--- src/rtl/param_shift_unit.sv ---
// Word register with parallel load, barrel shift/rotate by a variable amount,
// and a counted serial exchange that shifts the word out LSB-first while shifting ser_in in.
module param_shift_unit #(
    parameter int WIDTH = 16,
    parameter int SHW   = $clog2(WIDTH)
) (
    input  logic             clk,
    input  logic             res,
    input  logic             start,
    input  logic [2:0]       op,
    input  logic [WIDTH-1:0] d,
    input  logic [SHW-1:0]   amt,
    input  logic             ser_in,
    output logic [WIDTH-1:0] q,
    output logic             ser_out,
    output logic             busy,
    output logic             done
);

    typedef enum logic {IDLE, SER} state_t;

    localparam logic [2:0] OP_HOLD = 3'd0;
    localparam logic [2:0] OP_LOAD = 3'd1;
    localparam logic [2:0] OP_SLL  = 3'd2;
    localparam logic [2:0] OP_SRL  = 3'd3;
    localparam logic [2:0] OP_ROL  = 3'd4;
    localparam logic [2:0] OP_ROR  = 3'd5;
    localparam logic [2:0] OP_SRA  = 3'd6;
    localparam logic [2:0] OP_SER  = 3'd7;

    localparam logic [SHW:0]   WLIM = (SHW+1)'(WIDTH);
    localparam logic [SHW-1:0] LAST = SHW'(WIDTH-1);

    state_t           state_q, state_d;
    logic [WIDTH-1:0] q_q, q_d;
    logic [SHW-1:0]   cnt_q, cnt_d;
    logic             done_q, done_d;

    logic             ovr;
    int               rot;
    logic [WIDTH-1:0] sll_r, srl_r, rol_r, ror_r, sra_r;

    // Amounts >= WIDTH only occur when WIDTH is not a power of two.
    assign ovr   = {1'b0, amt} >= WLIM;
    assign rot   = int'(amt) % WIDTH;
    assign sll_r = ovr ? '0 : q_q << amt;
    assign srl_r = ovr ? '0 : q_q >> amt;
    assign rol_r = (q_q << rot) | (q_q >> (WIDTH - rot));
    assign ror_r = (q_q >> rot) | (q_q << (WIDTH - rot));
    assign sra_r = ovr ? {WIDTH{q_q[WIDTH-1]}} : WIDTH'($signed(q_q) >>> amt);

    always_comb begin
        state_d = state_q;
        q_d     = q_q;
        cnt_d   = cnt_q;
        done_d  = 1'b0;
        case (state_q)
            IDLE: begin
                if (start) begin
                    done_d = (op != OP_SER);
                    case (op)
                        OP_HOLD: q_d = q_q;
                        OP_LOAD: q_d = d;
                        OP_SLL:  q_d = sll_r;
                        OP_SRL:  q_d = srl_r;
                        OP_ROL:  q_d = rol_r;
                        OP_ROR:  q_d = ror_r;
                        OP_SRA:  q_d = sra_r;
                        default: begin
                            cnt_d   = '0;
                            state_d = SER;
                        end
                    endcase
                end
            end
            SER: begin
                q_d   = {ser_in, q_q[WIDTH-1:1]};
                cnt_d = cnt_q + SHW'(1);
                if (cnt_q == LAST) begin
                    state_d = IDLE;
                    done_d  = 1'b1;
                end
            end
            default: state_d = IDLE;
        endcase
    end

    always_ff @(posedge clk or negedge res) begin
        if (!res) begin
            state_q <= IDLE;
            q_q     <= '0;
            cnt_q   <= '0;
            done_q  <= 1'b0;
        end else begin
            state_q <= state_d;
            q_q     <= q_d;
            cnt_q   <= cnt_d;
            done_q  <= done_d;
        end
    end

    assign q       = q_q;
    assign busy    = (state_q == SER);
    assign ser_out = busy & q_q[0];
    assign done    = done_q;

endmodule

--- config.mk ---
export PLATFORM = sky130hd
export DESIGN_NAME = param_shift_unit
export DESIGN_NICKNAME = d
export VERILOG_FILES = /design/src/rtl/param_shift_unit.sv
export SDC_FILE = /design/constraint.sdc
export NUM_CORES = 1
export LEC_CHECK = 0
export BUFFER_PORTS_ARGS = -buffer_cell sky130_fd_sc_hd__buf_2
export CORE_ASPECT_RATIO = 1.4
export CORE_MARGIN = 4
export CORE_UTILIZATION = 40
export CTS_CLUSTER_DIAMETER = 40
export DETAILED_ROUTE_END_ITERATION = 8
export GPL_ROUTABILITY_DRIVEN = 0
export RECOVER_POWER = 25
export REMOVE_ABC_BUFFERS = 1
export SLEW_MARGIN = 40
export SYNTH_ARGS = -nofsm -noshare
export SYNTH_HDL_FRONTEND = slang
export SYNTH_SLANG_ARGS = --single-unit
--- constraint.sdc ---
create_clock -name clk -period 2 [get_ports clk]
set_clock_uncertainty 0.15 [all_clocks]
set_input_delay 0.1 -clock clk [delete_from_list [all_inputs] [get_ports clk]]
set_output_delay 0.1 -clock clk [all_outputs]
set_load 0.02 [all_outputs]
* Word-level counts from Yosys, hierarchy flattened
Index checks and enable logic that the tools add are counted.
Storage, ports and cells: memory bits (read-only) 0, register bits 22, bits in writable memories 0, output and inout bits 19, latch bits 0, memories kept 0
Operators by class: reduce and logical (&&, ||, !) cells 4, muxes and demuxes 13, div/mod/pow operators 0, shifts and indexed selects 7, bitwise gates (word level) 4, equality and inequality tests 11, $lt $le $gt $ge 0, multipliers 0, $add $sub $neg 2
Operators by type and width (count):
- case mux 16 bit (6 select lines) | 1
- bitwise OR 16 bit | 2
- case mux 16 bit (2 select lines) | 1
- left shift 16 x 32 -> 16 bit | 1
- left shift 16 x 4 -> 16 bit | 2
- right shift 16 x 32 -> 16 bit | 1
- right shift 16 x 4 -> 16 bit | 2
- two-way mux 16 bit | 1
- >>> shifter 16 x 4 -> 16 bit | 1
- == test 3 bit, second input constant | 3
- two-way mux 4 bit | 2
- case mux 4 bit (2 select lines) | 1
- inequality test 7 x 1 -> 1 bit, second input constant | 1
- OR reduction 7 bit | 1
- == test 3 x 2 -> 1 bit, second input constant | 2
- subtractor 5 x 4 -> 6 bit, first input constant | 1
- two-way mux 1 bit | 5
- adder 4 x 1 -> 4 bit, second input constant | 1
- == test 4 bit, second input constant | 1
- inequality test 2 bit, second input constant | 2
- case mux 1 bit (2 select lines) | 2
- AND reduction 2 bit | 2
- == test 3 x 1 -> 1 bit, second input constant | 1
- logical NOT 3 bit | 1
- 3 further kinds | 3

* Longest topological paths before layout
Gate-level depths: netlist (run 1).
word-level depth 6, gate-level depth with buffers 14, mapped depth without buffers 8

* Least setup slack after synthesis (run 1)
No wires, ideal clock.
path kind in2reg, from input port amt[0], to register q_q[15] (netlist: q[15]), setup time 126 ps, arrival time 2505 ps, cell stages on the path 11, slack -780 ps, path through buf_6 > buf_12 > buf_6 > inv_2 > buf_2 > ha_1 > buf_2 > mux4_2 > mux4_2 > a31oi_1 > a21oi_1
Between the ends: longest elaborated chain between the ends 6
RTL lines:
- from (decl) | line 12 | input logic [SHW-1:0] amt,
- subtractor 5 x 4 -> 6 bit | line 48, 49
- left shift 16 x 32 -> 16 bit or right shift 16 x 32 -> 16 bit (tied branches) | line 49, 48
- bitwise OR 16 bit, on equally long branches | line 49, 48
- case mux 16 bit (6 select lines) * | line 61 | case (op)
- two-way mux 16 bit * | line 59 | if (start) begin
- case mux 16 bit (2 select lines) * | line 57 | case (state_q)
- to (signal assigned) | line 96 | q_q <= q_d;
- to (decl) | line 35 | logic [WIDTH-1:0] q_q, q_d;
Every way passes the cells marked *; elsewhere a longest branch is shown, timed or not. The select of a mux whose other input is x is not followed. A chain may end at the register's enable or synchronous reset.

* Worst setup path after layout (run 1)
from register q_q[10] (netlist: q[10]), to register q_q[4] (netlist: q[4])
Between the ends: longest elaborated chain between the ends 5
RTL lines:
- left shift 16 x 32 -> 16 bit, or another cell as far along | line 49 | assign ror_r = (q_q >> rot) | (q_q << (WIDTH - rot));
- bitwise OR 16 bit, on equally long branches | line 49, 48
- case mux 16 bit (6 select lines) * | line 61
- two-way mux 16 bit * | line 59
- case mux 16 bit (2 select lines) * | line 57
Marks and branches as above.

==> summary.txt, run 1 <==
Outcome
  • Status: finished, violations left
  • Failing checks: max-capacitance violations, max-slew violations, negative setup slack

Logic synthesis
  • FFs w/ async S/R, synth: 100.0%
  • Count of different cell masters after synthesis: 92
  • Post-synth EDFFs: 0
  • Syn Std Cell Area: between 4000 and 5000 um2
  • Synth Area per Inst: approximately 8.3 um2
  • Sequential area share after synthesis: about an eighth
  • Cell taking the most area after synthesis: mux4_2
  • Area share of the largest cell type after synthesis: 19.09%
  • Yosys warns: 0
  • Top_reg_cell synth: dfrtp_1
  • Most frequent cell after synthesis: nor2_1
  • Syn Inst Count: approximately 570
  • Register bit total from synthesis: 22
  • Top post-synthesis cells by area: mux4_2, dfrtp_1, mux2i_1
  • Top cells by count, synth: nor2_1, mux2i_1, mux4_2

Timing
  • Max-slew violation count: 22
  • Fmax: 419.2 MHz
  • Final Cycle Share: 119.3%
  • RSZ-0062 raised after global routing: true
  • Hold slack: around 3.3 ps
  • Fin crit period: ~2400 ps
  • Setup ws final: -385.3 ps
  • Max-slew headroom: -0.1011%
  • Setup violations, final: 16
  • Worst slew pin tran: approximately 1500 ps
  • Final Hold Vio Count: 0

Critical path
  • CP Launch Point: q[10]
  • CP cell instances: mux4_2 > buf_4 > a21oi_2 > nor3_2 > nor4b_2 > buf_4 > o31ai_2
  • Worst r2r src: q[10]
  • Crit start category: register
  • Worst setup EP type: register
  • Worst r2r dst: q[4]
  • R2R setup slack: -390 ps
  • Critical path class: register to register
  • Worst r2r path cells: 7
  • Crit-path most repeated cell: buf_4
  • Worst Path Max Fanout: 12
  • Worst path slowest cell: mux4_2
  • Worst path max stage delay: around 550 ps
  • Arr. time, crit path: 2380 ps
  • Req. time, crit path: about 2000 ps

Place
  • Port buffer count: 45
  • HPWL after DPL: between 15 and 20 mm
  • DP Area: about 6300 um2

Power and ir drop
  • Switching Power: roughly 4.4 mW
  • Final Power: between 9 and 10 mW
  • Static Leak: 3.008 nW
  • Sw frac: ~48%
  • Peak VDD IR: ~0.58 mV
  • Sequential power share: between 10% and 20%
  • Int Pwr: just under 5 mW
  • Combinational share of power: around four fifths
  • Clock power share: around 6.5%
  • PwrDens: 1296 nW/um2

CTS
  • Root buffer cell: clkbuf_16
  • CTS tree: yes
  • Maximum clock insertion buffer count: 2
  • CTS Sinks: 22
  • Clock Latency Late Sink: around 270 ps
  • Worst-path clk slew: around 80 ps
  • Htree depth: 1
  • CTS buffer count: 3

Floorplanning
  • Ports: 46
  • Die width: between 90 and 100 um
  • Core Footprint: 11450 um2
  • DIE HEIGHT: between 100 and 150 um
  • Total die area: between 10000 and 15000 um2
  • Initial Utilization: 41.21%
  • # rows: 46

Detailed routing
  • Via Count: about 6600
  • Routed Antenna Nets: 0
  • DRC: 0
  • DR vias/cell: between 7 and 8
  • Drt wl/cell: approximately 27 um
  • Router iterations before antenna repair: 9
  • DR iter-0 viols: ~1300
  • Final WL: about 25 mm

Layout
  • Antenna cell count: 0
  • Share of cells above drive strength 1: 51.29%
  • FILL cells: 931
  • Final core occ: between 60% and 70%
  • FF/Latch Area: ~560 um2
  • Final nets: 806
  • Synth-to-Final Area Change: 50.58%
  • Cell area after layout: 7107 um2
  • Area of the multi-input gates: between 4000 and 5000 um2

Min path
  • Worst hold path type: primary input to register
  • Hold Path Cell Cnt: 3
  • Hold EP: busy
  • Hold_sp: start

Global route
  • Vias in the first global route: 6318
  • Global-route wire length before repair: ~36 mm
  • Overflow after GRT: 0
  • GRT Total Usage: 34.95%
  • Initial antenna violation count: 0
  • Largest net degree at the start of global routing: between 50 and 60

Run
  • Max cap viols: 1
-- worst max path at each step --
| stage | to | slack (ps) | cells past startpoint |
|---|---|---|---|
| final | q[4] | -390 | 7 |
| after global routing | q[4] | -400 | 9 |
| after CTS | q[4] | -280 | 7 |
| after detailed placement | q[10] | -540 | 10 |
| after global placement | q[10] | -580 | 10 |
| after floorplan | q[15] | -780 | 6 |
-- metal layers --
layer / track usage, % / share of wire, % / routed length [um]
met2: 54.60 / 45 / 10940
met5: 0 / 0 / 0
met4: 25.13 / 9.7 / 2381
met3: 7.700 / 13 / 3269
met1: 42.16 / 32 / 7970
-- cell usage in the layout, fill, tap and decap left out, drive strengths merged, types with 5 or more instances in the layout --
cell type	count
buf	271
nor2	62
mux2i	49
o21ai	41
mux4	40
nand2	40
a21oi	28
dfrtp	22
nor3	20
nand3	18
o211ai	11
a22oi	9
a31oi	9
o22ai	9
nand2b	8
nor4	8
o31ai	7
a21o	6
inv	6
or2	6
clkbuf	5
-- worst max-delay path: cells and delay by family, from the launching register on --
kind / cells / cell delay (ps)
AND/OR/NAND/NOR: 2 / 450
buffers and inverters: 2 / 340
multiplexers: 1 / 550
AO/OA/AOI/OAI: 2 / 240
flip-flops: 1 / 530
-- cells by family after synthesis --
group                    synth area share, %
XOR/XNOR                               1.618
multiplexers                           30.43
adder cells (fa/ha/maj)               0.5301
AO/OA/AOI/OAI                          25.82
flip-flops                             11.66
AND/OR/NAND/NOR                        20.81
buffers and inverters                  9.120
-- power groups by stage --
stage	combinational, mW	clock (mW)	sequential (mW)
after floorplan	2.45	0	1.44
after global placement	5.94	0	1.11
after detailed placement	6.02	0	1.13
after CTS	6.85	0.594	1.10
after global routing	7.73	0.609	1.13
final	7.49	0.601	1.12
-- through the flow --
stage	setup WS, ps	instances	TNS, ps
finish	-385.3	920	-3710
global route	-395.3	920	-4816
CTS	-276.3	915	-2521
detailed placement	-537.3	883	-5411
global placement	-579.6	883	-5193
floorplan	-783.2	498	-8342
-- final cells by class --
| class | instances | area share (%) |
|---|---|---|
| well taps | 144 | 2.535 |
| clock buffers | 3 | 1.056 |
| clock inverters | 1 | 0.4225 |
| repair buffers | 274 | 30.51 |
| multi-input cells | 469 | 57.24 |
| flip-flops and latches | 22 | 7.870 |
| inverters | 7 | 0.3697 |
-- sequential cells by signal, summed over array words and instances, names as in the netlist --
name and cells:
busy 1, q 16, cnt_q 4, done 1
-- what timing repair did --
item	in CTS	in global routing
resized for setup	59	39
endpoints found under the setup margin	16	16
endpoints found under the hold margin	22	0
hold buffers	1	0
setup buffers	28	7
pin swaps	23	21
Note: power is estimated with default switching activity, not from simulation.
==> run 2, diff against run 1 <==
Settings changed: CELL_PAD_IN_SITES_DETAIL_PLACEMENT set to 1, CELL_PAD_IN_SITES_GLOBAL_PLACEMENT set to 2, CORE_UTILIZATION 40 to 34, PLACE_DENSITY_LB_ADDON set to 0.1.
==> summary.txt, run 2 (synthesis gave the netlist of run 1 again) <==
Global route
  • Vias in the first global route: 6667
  • GRT Total Usage: approximately a third
  • Global-route wire length before repair: around 40 mm
  • Largest net degree at the start of global routing: 23
  • Overflow after GRT: 0
  • Initial antenna violation count: 0

Critical path
  • Crit-path most repeated cell: buf_4
  • Arr. time, crit path: approximately 2300 ps
  • Worst Path Max Fanout: 6
  • Worst r2r dst: q[5]
  • CP cell instances: buf_4 > mux4_2 > mux2i_2 > o2111ai_2 > nor4_2 > buf_4 > o31ai_2
  • Worst path max stage delay: 530 ps
  • Req. time, crit path: 1990 ps
  • Critical path class: register to register
  • Worst path slowest cell: mux4_2
  • Worst setup EP type: register
  • CP delay by family, top: multiplexers
  • CP bufs+invs: 2
  • R2R setup slack: -290 ps
  • Crit start category: register
  • Worst r2r path cells: 7
  • Worst r2r src: q[8]

Run
  • Max cap viols: 0

CTS
  • CTS tree: yes
  • Worst-path clk slew: 70 ps
  • Clock Latency Late Sink: 270 ps
  • CTS Sinks: 22
  • Htree depth: 1
  • Maximum clock insertion buffer count: 2
  • Root buffer cell: clkbuf_16
  • CTS buffer count: 3

Timing
  • Setup violations, final: 16
  • Max-slew violation count: 0
  • Max-slew headroom: a little over half
  • Fin crit period: roughly 2300 ps
  • Final Cycle Share: 114.4%
  • Fmax: 437.1 MHz
  • Hold slack: 75.42 ps
  • Setup ws final: -287.8 ps
  • Final Hold Vio Count: 0
  • Worst slew pin tran: approximately 700 ps
  • RSZ-0062 raised after global routing: true
  • TNS Setup: -3529 ps

Place
  • HPWL after DPL: around 21 mm
  • DP Area: around 6600 um2
  • Port buffer count: 45

Power and ir drop
  • Final Power: 9.636 mW
  • Static Leak: ~3.2 nW
  • PwrDens: between 1000 and 1500 nW/um2
  • Peak VDD IR: roughly 1 mV

Floorplanning
  • Initial Utilization: a little over a third
  • # rows: 50
  • Core Footprint: approximately 14000 um2
  • Ports: 46
  • Die width: roughly 110 um
  • DIE HEIGHT: 147.4 um
  • Total die area: between 15000 and 20000 um2

Detailed routing
  • Final WL: roughly 28 mm
  • DR iter-0 viols: around 600
  • Drt wl/cell: between 20 and 30 um
  • Routed Antenna Nets: 0
  • DRC: 0
  • M1 WL: around 10 mm
  • Via Count: roughly 6400
  • DR vias/cell: ~6.5
  • WL met2: 13.19 mm
  • Router iterations before antenna repair: 5
  • Wire length on met3: about 2.3 mm
  • Top Layer Used: met4

Layout
  • Antenna cell count: 0
  • Largest register FFs: 16
  • Final nets: 833
  • Area of the multi-input gates: around 4100 um2
  • Cell area after layout: approximately 7500 um2
  • Commonest non-fill, non-tap cell in the layout: buf_4
  • FF/Latch Area: ~570 um2
  • FILL cells: about 1600
  • Synth-to-Final Area Change: 58.40%
  • Share of cells above drive strength 1: 55.04%
  • Most frequent cells in the layout: buf_4, nor2_1, buf_2

Min path
  • Worst hold path type: primary input to register
  • Hold_sp: d[5]
  • Hold EP: q[5]
  • Hold Path Cell Cnt: 3

Outcome
  • Status: finished, violations left
  • Failing checks: negative setup slack
run 2: cell count changes in the layout (fill, tap and decap cells not counted), sizes merged:
cell,before,now
clkbuf,5,6
dlygate4sd3,1,3
buf,271,295
run 2: power breakdown:
group | internal [mW] | leakage (nW) | switching [mW]
logic | 3.92 | 2.85 | 3.99
registers | 0.691 | 0.251 | 0.432
clock network | 0.399 | 0.0511 | 0.209
total | 5.01 | 3.15 | 4.63
run 2: worst max-delay path by stage:
| stage | from | endpoint | slack, ps | cells past startpoint |
|---|---|---|---|---|
| after floorplan | amt[0] | q[15] | -780 | 6 |
| after global placement | amt[1] | q[8] | -600 | 10 |
| after detailed placement | q[7] | q[7] | -510 | 7 |
| after CTS | q[13] | q[7] | -260 | 7 |
| after global routing | q[10] | q[9] | -360 | 8 |
| final | q[8] | q[5] | -290 | 7 |
run 2: per-layer routing:
| metal | track usage [%] | vias up |
|---|---|---|
| met5 | 0 | - |
| met4 | 21.29 | 0 |
| met3 | 5.636 | 149 |
| met2 | 56.20 | 442 |
| met1 | 41.91 | 3143 |
| li1 | - | 2694 |
run 2: stage by stage:
| step | setup WS, ps | std cells | util (%) |
|---|---|---|---|
| floorplan | -783.2 | 498 | - |
| global placement | -600.6 | 945 | 48.92 |
| detailed placement | -510.3 | 945 | 48.93 |
| CTS | -257.2 | 970 | 53.38 |
| global route | -355.0 | 985 | 55.32 |
| finish | -287.8 | 985 | 55.32 |
run 2: what timing repair did:
action | CTS | global route
setup endpoints to repair | 16 | 16
pin swaps | 24 | 18
endpoints found under the hold margin | 24 | 0
gates resized for setup | 78 | 42
hold buffers | 3 | 0
setup buffers | 19 | 16
run 2: worst reg2reg max path, delay by kind of cell, from the launching register on:
kind | cells | cell delay [ps]
AO/OA/AOI/OAI | 2 | 200
multiplexers | 2 | 750
flip-flops | 1 | 480
AND/OR/NAND/NOR | 1 | 210
buffers and inverters | 2 | 380
run 2: area by class of cell:
type | instances | share of cell area, %
Inverter | 7 | 0.3515
Timing Repair Buffer | 301 | 33.00
Clock inverter | 1 | 0.4017
Multi-Input combinational cell | 469 | 54.63
Sequential cell | 22 | 7.565
Clock buffer | 3 | 1.004
Tap cell | 182 | 3.046
==> run 3, diff against run 2 <==
Settings changed: MAX_ROUTING_LAYER set to met4.
==> summary.txt, run 3 (synthesis gave the netlist of run 1 again) <==
Layout
  • Synth-to-Final Area Change: 57.98%
  • Post-Layout Cell Count: 986
  • Share of cells above drive strength 1: between 50 and 60%
  • Antenna cell count: 0
  • Final nets: ~830
  • Largest register FFs: 16
  • Most frequent cells in the layout: buf_4, nor2_1, buf_2
  • Commonest non-fill, non-tap cell in the layout: buf_4

Timing
  • Max-slew headroom: between 50% and 60%
  • Hold slack: 63.87 ps
  • Worst slew pin tran: roughly 700 ps
  • Setup ws final: -317.6 ps
  • Setup violations, final: 16
  • Fin crit period: around 2300 ps
  • Fmax: about 430 MHz
  • Max-slew violation count: 0
  • Final Hold Vio Count: 0
  • RSZ-0062 raised after global routing: true
  • TNS Setup: -3837 ps
  • Final Cycle Share: 115.9%

Detailed routing
  • Drt wl/cell: ~28 um
  • Via Count: between 6000 and 7000
  • Final WL: about 28 mm
  • DR vias/cell: 6.406
  • Routed Antenna Nets: 0
  • DRC: 0
  • DR iter-0 viols: between 600 and 700
  • Router iterations before antenna repair: 5

Power and ir drop
  • PwrDens: ~1300 nW/um2
  • Static Leak: between 3 and 4 nW
  • Combinational share of power: 81.7%
  • Int Pwr: between 4 and 5 mW
  • Sequential power share: roughly an eighth
  • Sw frac: between 40% and 50%
  • Final Power: about 9.5 mW
  • Clock power share: ~6.3%
  • Peak VDD IR: roughly 0.93 mV
  • Switching Power: between 4 and 5 mW

CTS
  • Worst-path clk slew: ~70 ps
  • Htree depth: 1
  • CTS Sinks: 22
  • CTS buffer count: 3
  • Clock Latency Late Sink: 270 ps
  • Root buffer cell: clkbuf_16
  • Maximum clock insertion buffer count: 2
  • CTS tree: yes

Critical path
  • Req. time, crit path: approximately 2000 ps
  • CP delay by family, top: multiplexers
  • Worst Path Max Fanout: 7
  • CP bufs+invs: 2
  • CP cell instances: buf_6 > buf_8 > mux4_2 > mux2i_4 > o31ai_2 > a2111oi_2 > o21ai_1
  • Worst setup EP type: register
  • Critical path class: register to register
  • Worst path max stage delay: just over 500 ps
  • Arr. time, crit path: about 2300 ps
  • Worst path slowest cell: mux4_2
  • Crit start category: register

Floorplanning
  • Total die area: between 15000 and 20000 um2
  • Initial Utilization: between 30% and 40%
  • Core Footprint: approximately 14000 um2
  • DIE HEIGHT: about 150 um
  • Die width: 107.6 um
  • Ports: 46
  • # rows: 50

Min path
  • Worst hold path type: primary input to register

Global route
  • Overflow after GRT: 0
  • GRT Total Usage: 35.39%
  • Vias in the first global route: around 6700
  • Initial antenna violation count: 0
  • Largest net degree at the start of global routing: 23
  • Global-route wire length before repair: slightly above 40 mm

Outcome
  • Status: finished, violations left
  • Failing checks: negative setup slack

Run
  • Max cap viols: 0

Place
  • DP Worst Slack: -510.3 ps
  • Dpl cells: roughly 950
  • Port buffer count: 45
  • HPWL after DPL: ~21 mm
==> run 3: cell type report <==
cell class | count | area [um2]
clock buffers | 3 | 75.07
clock inverters | 1 | 30.03
fillers | 1638 | 6057
inverters | 7 | 26.28
multi-input cells | 469 | 4056
flip-flops and latches | 22 | 564.3
well taps | 182 | 227.7
repair buffers | 302 | 2476
==> run 3: tightest hold or removal path, cell delays in order <==
cell and delay (ps):
buf_2 70, o21ai_0 110, o21ai_1 150
==> run 3: routing by layer <==
layer	share of wire (%)	wire [um]	global-route usage, %
met5	0	0	-
met4	8.1	2257	21.79
met3	7.7	2129	5.810
met2	48	13220	55.98
met1	37	10160	41.69
==> run 3: worst paths after layout <==
kind / end / cells after the start / startpoint / slack [ps]
worst min-delay path: q[8] / 3 / d[8] / 60
min in group asynchronous: q[13] / 2 / res / 260
worst min register to register: cnt_q[0] / 1 / cnt_q[0] / 370
max in group asynchronous: q[8] / 2 / res / 950
worst max-delay path: q[0] / 7 / q[9] / -320
worst max register to register: q[0] / 7 / q[9] / -320
==> run 3: per-stage QoR <==
| step | cell area, um2 | utilization (%) |
|---|---|---|
| 2_1_floorplan | 4315 | - |
| 3_3_place_gp | 6610 | 48.92 |
| 3_5_place_dp | 6611 | 48.93 |
| 4_1_cts | 7213 | 53.38 |
| 5_1_grt | 7456 | 55.18 |
| 6_report | 7456 | 55.18 |
==> run 3: timing repair <==
| item | CTS | global route |
|---|---|---|
| endpoints found under the hold margin | 24 | 0 |
| pin swaps | 24 | 23 |
| resized for setup | 78 | 29 |
| setup buffers | 19 | 16 |
| endpoints found under the setup margin | 16 | 16 |
| hold buffers | 3 | 0 |
==> run 3: power groups by stage <==
stage / logic (mW) / clock network [mW] / registers [mW]
after floorplan: 2.45 / 0 / 1.44
after global placement: 6.11 / 0 / 1.14
after detailed placement: 6.28 / 0 / 1.15
after CTS: 7.05 / 0.603 / 1.16
after global routing: 8.15 / 0.619 / 1.16
final: 7.79 / 0.602 / 1.14
